**src/rtl/mstage_lsu_pkg.sv**
```systemverilog
// mstage_lsu shared types: size codes, FSM states, AXI resp codes.
// Optional misalign trap: CONFIG_LSU_ALIGN_CHECK_EN.
package mstage_lsu_pkg;

  localparam int XLEN = 32;

  localparam logic [1:0] SZ_B = 2'b00;
  localparam logic [1:0] SZ_H = 2'b01;
  localparam logic [1:0] SZ_W = 2'b10;

  localparam logic [1:0] RESP_OKAY   = 2'b00;
  localparam logic [1:0] RESP_SLVERR = 2'b10;
  localparam logic [1:0] RESP_DECERR = 2'b11;

  typedef enum logic [2:0] {
    S_IDLE,
    S_AR,
    S_R,
    S_WR,
    S_B,
    S_DONE
  } state_e;

  typedef struct packed {
    logic            ld;
    logic [1:0]      size;
    logic            uns;
    logic [XLEN-1:0] addr;
    logic [XLEN-1:0] wdata;
  } req_t;

  function automatic logic misaligned(
    input logic [1:0] size,
    input logic [1:0] off
  );
    logic m;
    unique case (size)
      SZ_B:    m = 1'b0;
      SZ_H:    m = off[0];
      default: m = (off != 2'b00);
    endcase
    return m;
  endfunction

endpackage

```
**src/rtl/mstage_lsu_if.sv**
```systemverilog
// mstage_lsu bus bundle: E/W-stage handshakes plus AXI4-Lite master.
// master = LSU side, slave = pipeline/memory side.
interface mstage_lsu_if;
  import mstage_lsu_pkg::*;

  logic            s_valid;
  logic            s_ready;
  logic            ren;
  logic            wen;
  logic [1:0]      size;
  logic            uns;
  logic [XLEN-1:0] addr;
  logic [XLEN-1:0] wdata;

  logic            m_valid;
  logic            m_ready;
  logic [XLEN-1:0] mdata;
  logic            fault;

  logic [XLEN-1:0] araddr;
  logic            arvalid;
  logic            arready;
  logic [XLEN-1:0] rdata;
  logic [1:0]      rresp;
  logic            rvalid;
  logic            rready;

  logic [XLEN-1:0] awaddr;
  logic            awvalid;
  logic            awready;
  logic [XLEN-1:0] wdata_o;
  logic [3:0]      wstrb;
  logic            wvalid;
  logic            wready;
  logic [1:0]      bresp;
  logic            bvalid;
  logic            bready;

  modport master (
    input  s_valid, ren, wen, size,
    input  uns, addr, wdata, m_ready,
    input  arready, rdata, rresp, rvalid,
    input  awready, wready, bresp, bvalid,
    output s_ready, m_valid, mdata, fault,
    output araddr, arvalid, rready,
    output awaddr, awvalid, wdata_o,
    output wstrb, wvalid, bready
  );

  modport slave (
    output s_valid, ren, wen, size,
    output uns, addr, wdata, m_ready,
    output arready, rdata, rresp, rvalid,
    output awready, wready, bresp, bvalid,
    input  s_ready, m_valid, mdata, fault,
    input  araddr, arvalid, rready,
    input  awaddr, awvalid, wdata_o,
    input  wstrb, wvalid, bready
  );

endinterface

```
**src/rtl/mstage_lsu_lane_align.sv**
```systemverilog
// lsu_lane_align: store lane replication/strobes and load
// shift/extend; lanes pushed past byte 3 are dropped.
module lsu_lane_align
  import mstage_lsu_pkg::*;
(
  input  logic [1:0]      size,
  input  logic            uns,
  input  logic [1:0]      off,
  input  logic [XLEN-1:0] wdata,
  input  logic [XLEN-1:0] rdata,
  output logic [XLEN-1:0] wdata_o,
  output logic [3:0]      wstrb,
  output logic [XLEN-1:0] ldata
);

  logic [3:0]      mask;
  logic [XLEN-1:0] sh;
  logic            sgn;

  always_comb begin
    mask    = 4'hf;
    wdata_o = wdata;
    unique case (size)
      SZ_B: begin
        mask    = 4'h1;
        wdata_o = {4{wdata[7:0]}};
      end
      SZ_H: begin
        mask    = 4'h3;
        wdata_o = {2{wdata[15:0]}};
      end
      default: begin
        mask    = 4'hf;
        wdata_o = wdata;
      end
    endcase
  end

  assign wstrb = mask << off;
  assign sh    = rdata >> {off, 3'b000};

  always_comb begin
    sgn   = 1'b0;
    ldata = sh;
    unique case (size)
      SZ_B: begin
        sgn   = ~uns & sh[7];
        ldata = {{24{sgn}}, sh[7:0]};
      end
      SZ_H: begin
        sgn   = ~uns & sh[15];
        ldata = {{16{sgn}}, sh[15:0]};
      end
      default: begin
        sgn   = 1'b0;
        ldata = sh;
      end
    endcase
  end

endmodule

```
**src/rtl/mstage_lsu.sv**
```systemverilog
// mstage_lsu: M-stage load/store unit, one AXI4-Lite access in flight.
// Define CONFIG_LSU_ALIGN_CHECK_EN to trap misaligned accesses.
module mstage_lsu
  import mstage_lsu_pkg::*;
(
  input  logic         clk,
  input  logic         rst,
  mstage_lsu_if.master bus
);

  state_e          state_q;
  state_e          state_d;
  req_t            req_q;
  logic [1:0]      resp_q;
  logic [XLEN-1:0] rdata_q;
  logic            mis_q;
  logic            aw_done_q;
  logic            w_done_q;

  logic            accept;
  logic            mis_in;
  logic            mem_op;
  logic            aw_hs;
  logic            w_hs;
  logic            aw_ok;
  logic            w_ok;
  logic [XLEN-1:0] rep_data;
  logic [3:0]      rep_strb;
  logic [XLEN-1:0] ldata;

  lsu_lane_align u_align (
    .size    (req_q.size),
    .uns     (req_q.uns),
    .off     (req_q.addr[1:0]),
    .wdata   (req_q.wdata),
    .rdata   (rdata_q),
    .wdata_o (rep_data),
    .wstrb   (rep_strb),
    .ldata   (ldata)
  );

  assign accept = bus.s_valid & (state_q == S_IDLE);
  assign mem_op = bus.ren | bus.wen;

`ifdef CONFIG_LSU_ALIGN_CHECK_EN
  assign mis_in = misaligned(bus.size, bus.addr[1:0]);
`else
  assign mis_in = 1'b0;
`endif

  // AW and W complete independently; B waits on both.
  assign aw_hs = (state_q == S_WR) & ~aw_done_q & bus.awready;
  assign w_hs  = (state_q == S_WR) & ~w_done_q & bus.wready;
  assign aw_ok = aw_done_q | aw_hs;
  assign w_ok  = w_done_q | w_hs;

  always_comb begin
    state_d = state_q;
    unique case (state_q)
      S_IDLE: begin
        if (bus.s_valid) begin
          if (mis_in & mem_op) state_d = S_DONE;
          else if (bus.ren)    state_d = S_AR;
          else if (bus.wen)    state_d = S_WR;
          else                 state_d = S_DONE;
        end
      end
      S_AR:   if (bus.arready) state_d = S_R;
      S_R:    if (bus.rvalid)  state_d = S_DONE;
      S_WR:   if (aw_ok & w_ok) state_d = S_B;
      S_B:    if (bus.bvalid)  state_d = S_DONE;
      S_DONE: if (bus.m_ready) state_d = S_IDLE;
      default: state_d = S_IDLE;
    endcase
  end

  always_comb begin
    bus.s_ready = 1'b0;
    bus.arvalid = 1'b0;
    bus.rready  = 1'b0;
    bus.awvalid = 1'b0;
    bus.wvalid  = 1'b0;
    bus.bready  = 1'b0;
    bus.m_valid = 1'b0;
    bus.wdata_o = '0;
    bus.wstrb   = '0;
    bus.mdata   = '0;
    bus.fault   = 1'b0;
    unique case (state_q)
      S_IDLE: bus.s_ready = 1'b1;
      S_AR:   bus.arvalid = 1'b1;
      S_R:    bus.rready  = 1'b1;
      S_WR: begin
        bus.awvalid = ~aw_done_q;
        bus.wvalid  = ~w_done_q;
        bus.wdata_o = rep_data;
        bus.wstrb   = rep_strb;
      end
      S_B:    bus.bready  = 1'b1;
      S_DONE: begin
        bus.m_valid = 1'b1;
        bus.fault   = (resp_q != RESP_OKAY) | mis_q;
        if (req_q.ld & ~mis_q) bus.mdata = ldata;
      end
      default: bus.s_ready = 1'b0;
    endcase
  end

  assign bus.araddr = {req_q.addr[XLEN-1:2], 2'b00};
  assign bus.awaddr = {req_q.addr[XLEN-1:2], 2'b00};

  always_ff @(posedge clk) begin
    if (rst) begin
      state_q   <= S_IDLE;
      req_q     <= '0;
      resp_q    <= RESP_OKAY;
      rdata_q   <= '0;
      mis_q     <= 1'b0;
      aw_done_q <= 1'b0;
      w_done_q  <= 1'b0;
    end else begin
      state_q <= state_d;
      if (accept) begin
        req_q.ld    <= bus.ren;
        req_q.size  <= bus.size;
        req_q.uns   <= bus.uns;
        req_q.addr  <= bus.addr;
        req_q.wdata <= bus.wdata;
        resp_q      <= RESP_OKAY;
        rdata_q     <= '0;
        mis_q       <= mis_in & mem_op;
      end
      if ((state_q == S_R) & bus.rvalid) begin
        rdata_q <= bus.rdata;
        resp_q  <= bus.rresp;
      end
      if ((state_q == S_B) & bus.bvalid) begin
        resp_q <= bus.bresp;
      end
      if (state_q == S_WR) begin
        if (aw_ok & w_ok) begin
          aw_done_q <= 1'b0;
          w_done_q  <= 1'b0;
        end else begin
          aw_done_q <= aw_ok;
          w_done_q  <= w_ok;
        end
      end
    end
  end

endmodule

```
**src/flat_wrapper.sv**
```systemverilog
// flat-port wrapper written by rule: the top's interface ports become plain ports
module mstage_lsu_flat import mstage_lsu_pkg::*;
  (clk, rst, bus_s_valid, bus_ren, bus_wen, bus_size, bus_uns, bus_addr, bus_wdata, bus_m_ready, bus_arready, bus_rdata, bus_rresp, bus_rvalid, bus_awready, bus_wready, bus_bresp, bus_bvalid, bus_s_ready, bus_m_valid, bus_mdata, bus_fault, bus_araddr, bus_arvalid, bus_rready, bus_awaddr, bus_awvalid, bus_wdata_o, bus_wstrb, bus_wvalid, bus_bready);
  mstage_lsu_if bus_i ();
  input  logic clk;
  input  logic rst;
  input wire logic [$bits(bus_i.s_valid)-1:0] bus_s_valid;
  input wire logic [$bits(bus_i.ren)-1:0] bus_ren;
  input wire logic [$bits(bus_i.wen)-1:0] bus_wen;
  input wire logic [$bits(bus_i.size)-1:0] bus_size;
  input wire logic [$bits(bus_i.uns)-1:0] bus_uns;
  input wire logic [$bits(bus_i.addr)-1:0] bus_addr;
  input wire logic [$bits(bus_i.wdata)-1:0] bus_wdata;
  input wire logic [$bits(bus_i.m_ready)-1:0] bus_m_ready;
  input wire logic [$bits(bus_i.arready)-1:0] bus_arready;
  input wire logic [$bits(bus_i.rdata)-1:0] bus_rdata;
  input wire logic [$bits(bus_i.rresp)-1:0] bus_rresp;
  input wire logic [$bits(bus_i.rvalid)-1:0] bus_rvalid;
  input wire logic [$bits(bus_i.awready)-1:0] bus_awready;
  input wire logic [$bits(bus_i.wready)-1:0] bus_wready;
  input wire logic [$bits(bus_i.bresp)-1:0] bus_bresp;
  input wire logic [$bits(bus_i.bvalid)-1:0] bus_bvalid;
  output wire logic [$bits(bus_i.s_ready)-1:0] bus_s_ready;
  output wire logic [$bits(bus_i.m_valid)-1:0] bus_m_valid;
  output wire logic [$bits(bus_i.mdata)-1:0] bus_mdata;
  output wire logic [$bits(bus_i.fault)-1:0] bus_fault;
  output wire logic [$bits(bus_i.araddr)-1:0] bus_araddr;
  output wire logic [$bits(bus_i.arvalid)-1:0] bus_arvalid;
  output wire logic [$bits(bus_i.rready)-1:0] bus_rready;
  output wire logic [$bits(bus_i.awaddr)-1:0] bus_awaddr;
  output wire logic [$bits(bus_i.awvalid)-1:0] bus_awvalid;
  output wire logic [$bits(bus_i.wdata_o)-1:0] bus_wdata_o;
  output wire logic [$bits(bus_i.wstrb)-1:0] bus_wstrb;
  output wire logic [$bits(bus_i.wvalid)-1:0] bus_wvalid;
  output wire logic [$bits(bus_i.bready)-1:0] bus_bready;
  assign bus_i.s_valid = bus_s_valid;
  assign bus_i.ren = bus_ren;
  assign bus_i.wen = bus_wen;
  assign bus_i.size = bus_size;
  assign bus_i.uns = bus_uns;
  assign bus_i.addr = bus_addr;
  assign bus_i.wdata = bus_wdata;
  assign bus_i.m_ready = bus_m_ready;
  assign bus_i.arready = bus_arready;
  assign bus_i.rdata = bus_rdata;
  assign bus_i.rresp = bus_rresp;
  assign bus_i.rvalid = bus_rvalid;
  assign bus_i.awready = bus_awready;
  assign bus_i.wready = bus_wready;
  assign bus_i.bresp = bus_bresp;
  assign bus_i.bvalid = bus_bvalid;
  assign bus_s_ready = bus_i.s_ready;
  assign bus_m_valid = bus_i.m_valid;
  assign bus_mdata = bus_i.mdata;
  assign bus_fault = bus_i.fault;
  assign bus_araddr = bus_i.araddr;
  assign bus_arvalid = bus_i.arvalid;
  assign bus_rready = bus_i.rready;
  assign bus_awaddr = bus_i.awaddr;
  assign bus_awvalid = bus_i.awvalid;
  assign bus_wdata_o = bus_i.wdata_o;
  assign bus_wstrb = bus_i.wstrb;
  assign bus_wvalid = bus_i.wvalid;
  assign bus_bready = bus_i.bready;
  mstage_lsu u_core (.clk(clk), .rst(rst), .bus(bus_i));
endmodule
```
**config.mk**
```make
export PLATFORM = sky130hd
export DESIGN_NAME = mstage_lsu_flat
export DESIGN_NICKNAME = d
export VERILOG_FILES = /design/src/rtl/mstage_lsu_pkg.sv /design/src/rtl/mstage_lsu_if.sv /design/src/rtl/mstage_lsu_lane_align.sv /design/src/rtl/mstage_lsu.sv /design/src/flat_wrapper.sv
export SDC_FILE = /design/constraint.sdc
export NUM_CORES = 1
export LEC_CHECK = 0
export BUFFER_PORTS_ARGS = -buffer_cell sky130_fd_sc_hd__buf_4
export CAP_MARGIN = 10
export CORE_ASPECT_RATIO = 0.5
export CORE_MARGIN = 2
export CORE_UTILIZATION = 53
export CTS_CLUSTER_DIAMETER = 150
export DETAILED_ROUTE_END_ITERATION = 8
export GPL_TIMING_DRIVEN = 0
export PLACE_DENSITY_LB_ADDON = 0.12
export SETUP_SLACK_MARGIN = 0.05
export SYNTH_ARGS = -nofsm -noshare
export SYNTH_HDL_FRONTEND = slang
export SYNTH_HIERARCHICAL = 1
export SYNTH_SLANG_ARGS = --single-unit
export TNS_END_PERCENT = 50
```
**constraint.sdc**
```tcl
create_clock -name clk -period 3.45 [get_ports clk]
set_input_delay 0.1725 -clock clk [delete_from_list [all_inputs] [get_ports clk]]
set_output_delay 0.1725 -clock clk [all_outputs]
set_load 0.01 [all_outputs]
```
==> metrics.md <==
| Metric | Value |
|---|---|
| Reg2reg path depth | 6 |
| Cell family with most CP delay | buffers and inverters |
| Critical path cell sequence | buf_6 -> buf_4 -> nand4_1 -> buf_2 -> nand3_1 -> and2_1 -> buf_4 |
| Minimum clock period after layout | 2.35 ns |
| Clk pwr share | 21.9% |
| Routed Antenna Nets | 0 |
| Die height | 80.5 um |
| Leakage power | 4.05 nW |
| Worst setup EP type | output port |
| Initial core utilization | 55.4% |
| Startpoint Class | register |
| DR WL/cell | 15.6 um |
| RSZ-0062 raised after global routing | false |
| Tightest Hold Check Type | in -> reg |
| GRT Resource Usage Total | 30.0% |
| Maxcap violations | 0 |
| Slowest-stage cell, CP | dfxtp_1 |
| CTS tree | done |
| Worst VDD drop | 0.000334 V |
| Clock-pin slew of the registers on the worst-case setup and hold paths | 0.08 ns |
| Top post-synthesis cells by area | dfxtp_1 (35%), buf_4 (9.4%), nand2_1 (9.4%), and2_1 (7.0%), a21oi_1 (6.5%) |
| Area after DPL | 8270 sq um |
| Yosys cell types | 47 |
| Cell Pwr Density | 580 nW/um^2 |
| Syn. warnings | 6 |
| Maximum clock path buffer count | 2 |
| Setup TNS | 0 ns |
| Reg power frac | 33.3% |
| Final setup viols | 0 |
| Vias in the first global route | 6105 |
| Most common library cells after synthesis | nand2_1 (156), dfxtp_1 (107), a21oi_1 (80), buf_4 (78), and2_1 (69) |
| Most common cell in the netlist | nand2_1 |
| Buffers on Ports | 248 |
| Pint | 3.10 mW |
| #FFs+latches synth | 107 |
| Post-synth ARST share | 0% |
| Number of diodes | 0 |
| Core box area | 11200 sq um |
| Slew margin rel. | 57.0% |
| Endpoints failing hold | 0 |
| Max Freq | 0.426 GHz |
| Initial DRC Count | 379 |
| Sw Share | 37.6% |
| Seq/Total Area, Yosys | 34.6% |
| Root buf cell | clkbuf_16 |
| Max Slew Vio Count | 0 |
| Run status | finished clean |
| Fillers | 832 |
| Antenna violations before repair | 0 |
| Post-route DRC | 0 |
| Layout Area Growth over Synthesis | 38.5% |
| GR Overflow Total | 0 |
| Die X | 157 um |
| Logic pwr share | 44.8% |
| Number of post-CTS setup repair buffers | 0 |
| Kind of critical path | reg -> out |
| Worst r2r src | u_core/state_q[0]$_SDFFE_PP0P_ |
| Clk sink count | 107 |
| HP Start | bus_addr[1] |
| Area share of the largest cell type after synthesis | 34.6% |
| Post-synth top flop | dfxtp_1 |
| Vias | 6452 |
| Cell mode on critical path | buf_4 |
| Row count | 27 |
| Flop2flop setup slack | 1.65 ns |
| Hold EP | u_core/req_q[33]$_SDFFE_PP0P_ |
| Synth Instances | 789 |
| Drt first pass iters | 6 |
| Full die area | 12600 sq um |
| Nets@finish | 1165 |
| HPWL Detailed | 14300 um |
| CTS resizes | 0 |
| Skew final | 0.00882 ns |
| Syn avg cell area | 7.85 sq um |
| Largest net degree at the start of global routing | 21 |
| Via density | 5.31 |
| Hold Crit Depth | 3 |
| CTS Hold Bufs | 0 |
| Post-synth EDFFs | 0 |
| Worst Path Buf+Inv | 4 |
| Worst Path Max Fanout | 10 |
| I/O pins | 254 |
| Layout cell share with drive strength beyond 1 | 40.4% |
| Netlist Area Pre-Place | 6200 sq um |
| First-pass GRT wire length | 29900 um |
| Cell taking the most area after synthesis | dfxtp_1 |
| H-Tree Depth | 3 |
| Arr. time, crit path | 2.17 ns |
| Worst R2R End | u_core/req_q[8]$_SDFFE_PP0P_ |
| Worst-margin pin slew | 0.645 ns |
| Largest stage delay on the critical path | 0.44 ns |
| Critical path required time | 3.28 ns |
| Tcrit/Tclk final | 68.0% |
| Finished Cell Area | 8590 sq um |
| Routed wire length | 18900 um |
| Worst-Skew Late Latency | 0.35 ns |
| Sw Pwr | 1.87 mW |
| CTS buffer count | 9 |
| RD Place Congestion | 0.876 |
-- worst max-delay path by stage --
| stage | start | slack, ns | depth (start not counted) | to |
|---|---|---|---|---|
| 2_1_floorplan | u_core/req_q[33]$_SDFFE_PP0P_ | 1.91 | 6 | bus_mdata[11] |
| 6_report | u_core/req_q[32]$_SDFFE_PP0P_ | 1.10 | 7 | bus_mdata[19] |
| 3_3_place_gp | u_core/state_q[0]$_SDFFE_PP0P_ | 1.52 | 7 | bus_wdata_o[27] |
| 5_1_grt | u_core/state_q[0]$_SDFFE_PP0P_ | 0.97 | 7 | bus_wdata_o[16] |
| 3_5_place_dp | u_core/state_q[0]$_SDFFE_PP0P_ | 1.51 | 7 | bus_wdata_o[27] |
| 4_1_cts | u_core/state_q[0]$_SDFFE_PP0P_ | 1.13 | 7 | bus_wdata_o[27] |
-- worst reg2reg max path, cell delays in order, from the launching register on --
cell and delay (ns):
dfxtp_1 0.30, buf_2 0.17, nor4b_4 0.50, buf_2 0.32
buf_4 0.21, nand2_1 0.07, a21oi_1 0.15
-- kinds of logic (layout without fill, tap and decap cells) --
logic type	count (synthesis)	count (layout)	synth area share [%]
buffers and inverters	139	403	14.4
XOR/XNOR	1	1	0.141
AO/OA/AOI/OAI	162	162	16.4
multiplexers	51	51	9.02
flip-flops	107	107	34.6
other	1	4	0.0605
AND/OR/NAND/NOR	328	328	25.4
-- power groups by stage --
| stage | Sequential, mW | Clock, mW | Combinational (mW) |
|---|---|---|---|
| after global placement | 1.67 | 0 | 2.16 |
| final | 1.66 | 1.09 | 2.23 |
| after CTS | 1.65 | 1.10 | 2.22 |
| after floorplan | 1.61 | 0 | 1.52 |
| after global routing | 1.68 | 1.15 | 2.44 |
| after detailed placement | 1.68 | 0 | 2.21 |
-- routing by layer --
layer / track usage (%) / vias up / wire [um]
met2: 54.6 / 306 / 9430
li1: - / 3113 / -
met4: 10.6 / 0 / 425
met5: 0 / - / 0
met3: 6.53 / 40 / 1580
met1: 35.1 / 2993 / 7470
-- registers in the layout (all words and copies together), names as in the netlist --
signal / count
u_core/resp_q: 2
u_core/rdata_q: 32
u_core/bus.araddr: 30
u_core/state_q: 3
u_core/aw_done_q: 1
u_core/w_done_q: 1
u_core/req_q: 38
-- through the flow --
| step | util [%] | setup WS [ns] | power (mW) | instances | hold WS (ns) |
|---|---|---|---|---|---|
| 6_report | 76.8 | 1.10 | 4.98 | 1215 | 0.0608 |
| 5_1_grt | 76.8 | 0.967 | 5.27 | 1215 | 0.0563 |
| 4_1_cts | 76.8 | 1.13 | 4.97 | 1215 | 0.0553 |
| 3_5_place_dp | 74.0 | 1.51 | 3.88 | 1199 | 0.429 |
| 3_3_place_gp | 74.0 | 1.52 | 3.82 | 1199 | 0.419 |
| 2_1_floorplan | - | 1.91 | 3.13 | 792 | 0.308 |
-- cell usage in the layout (no fill, tap or decap), types with 3 or more instances in the layout --
cell,instances
a21oi_1,80
a221oi_1,10
a22oi_1,46
and2_1,69
buf_2,30
buf_4,326
buf_6,5
clkbuf_1,21
clkbuf_16,9
clkbuf_2,3
conb_1,4
dfxtp_1,107
inv_6,3
mux2_2,31
mux2i_1,18
nand2_1,156
nand2b_1,4
nand3_1,15
nor2_1,54
nor2b_1,5
nor3_1,7
o21ai_0,18
-- layout make-up --
class	instances	area [sq um]	area share, %
buffer	137	886	10.3
clock inverter	7	91.3	1.06
sequential	107	2140	24.9
tap	159	199	2.32
inverter	2	7.51	0.0874
clock buffer	9	225	2.62
multi-input combinational	546	3170	37.0
timing repair buffer	248	1860	21.7
Power figures use the tool's default switching activity.
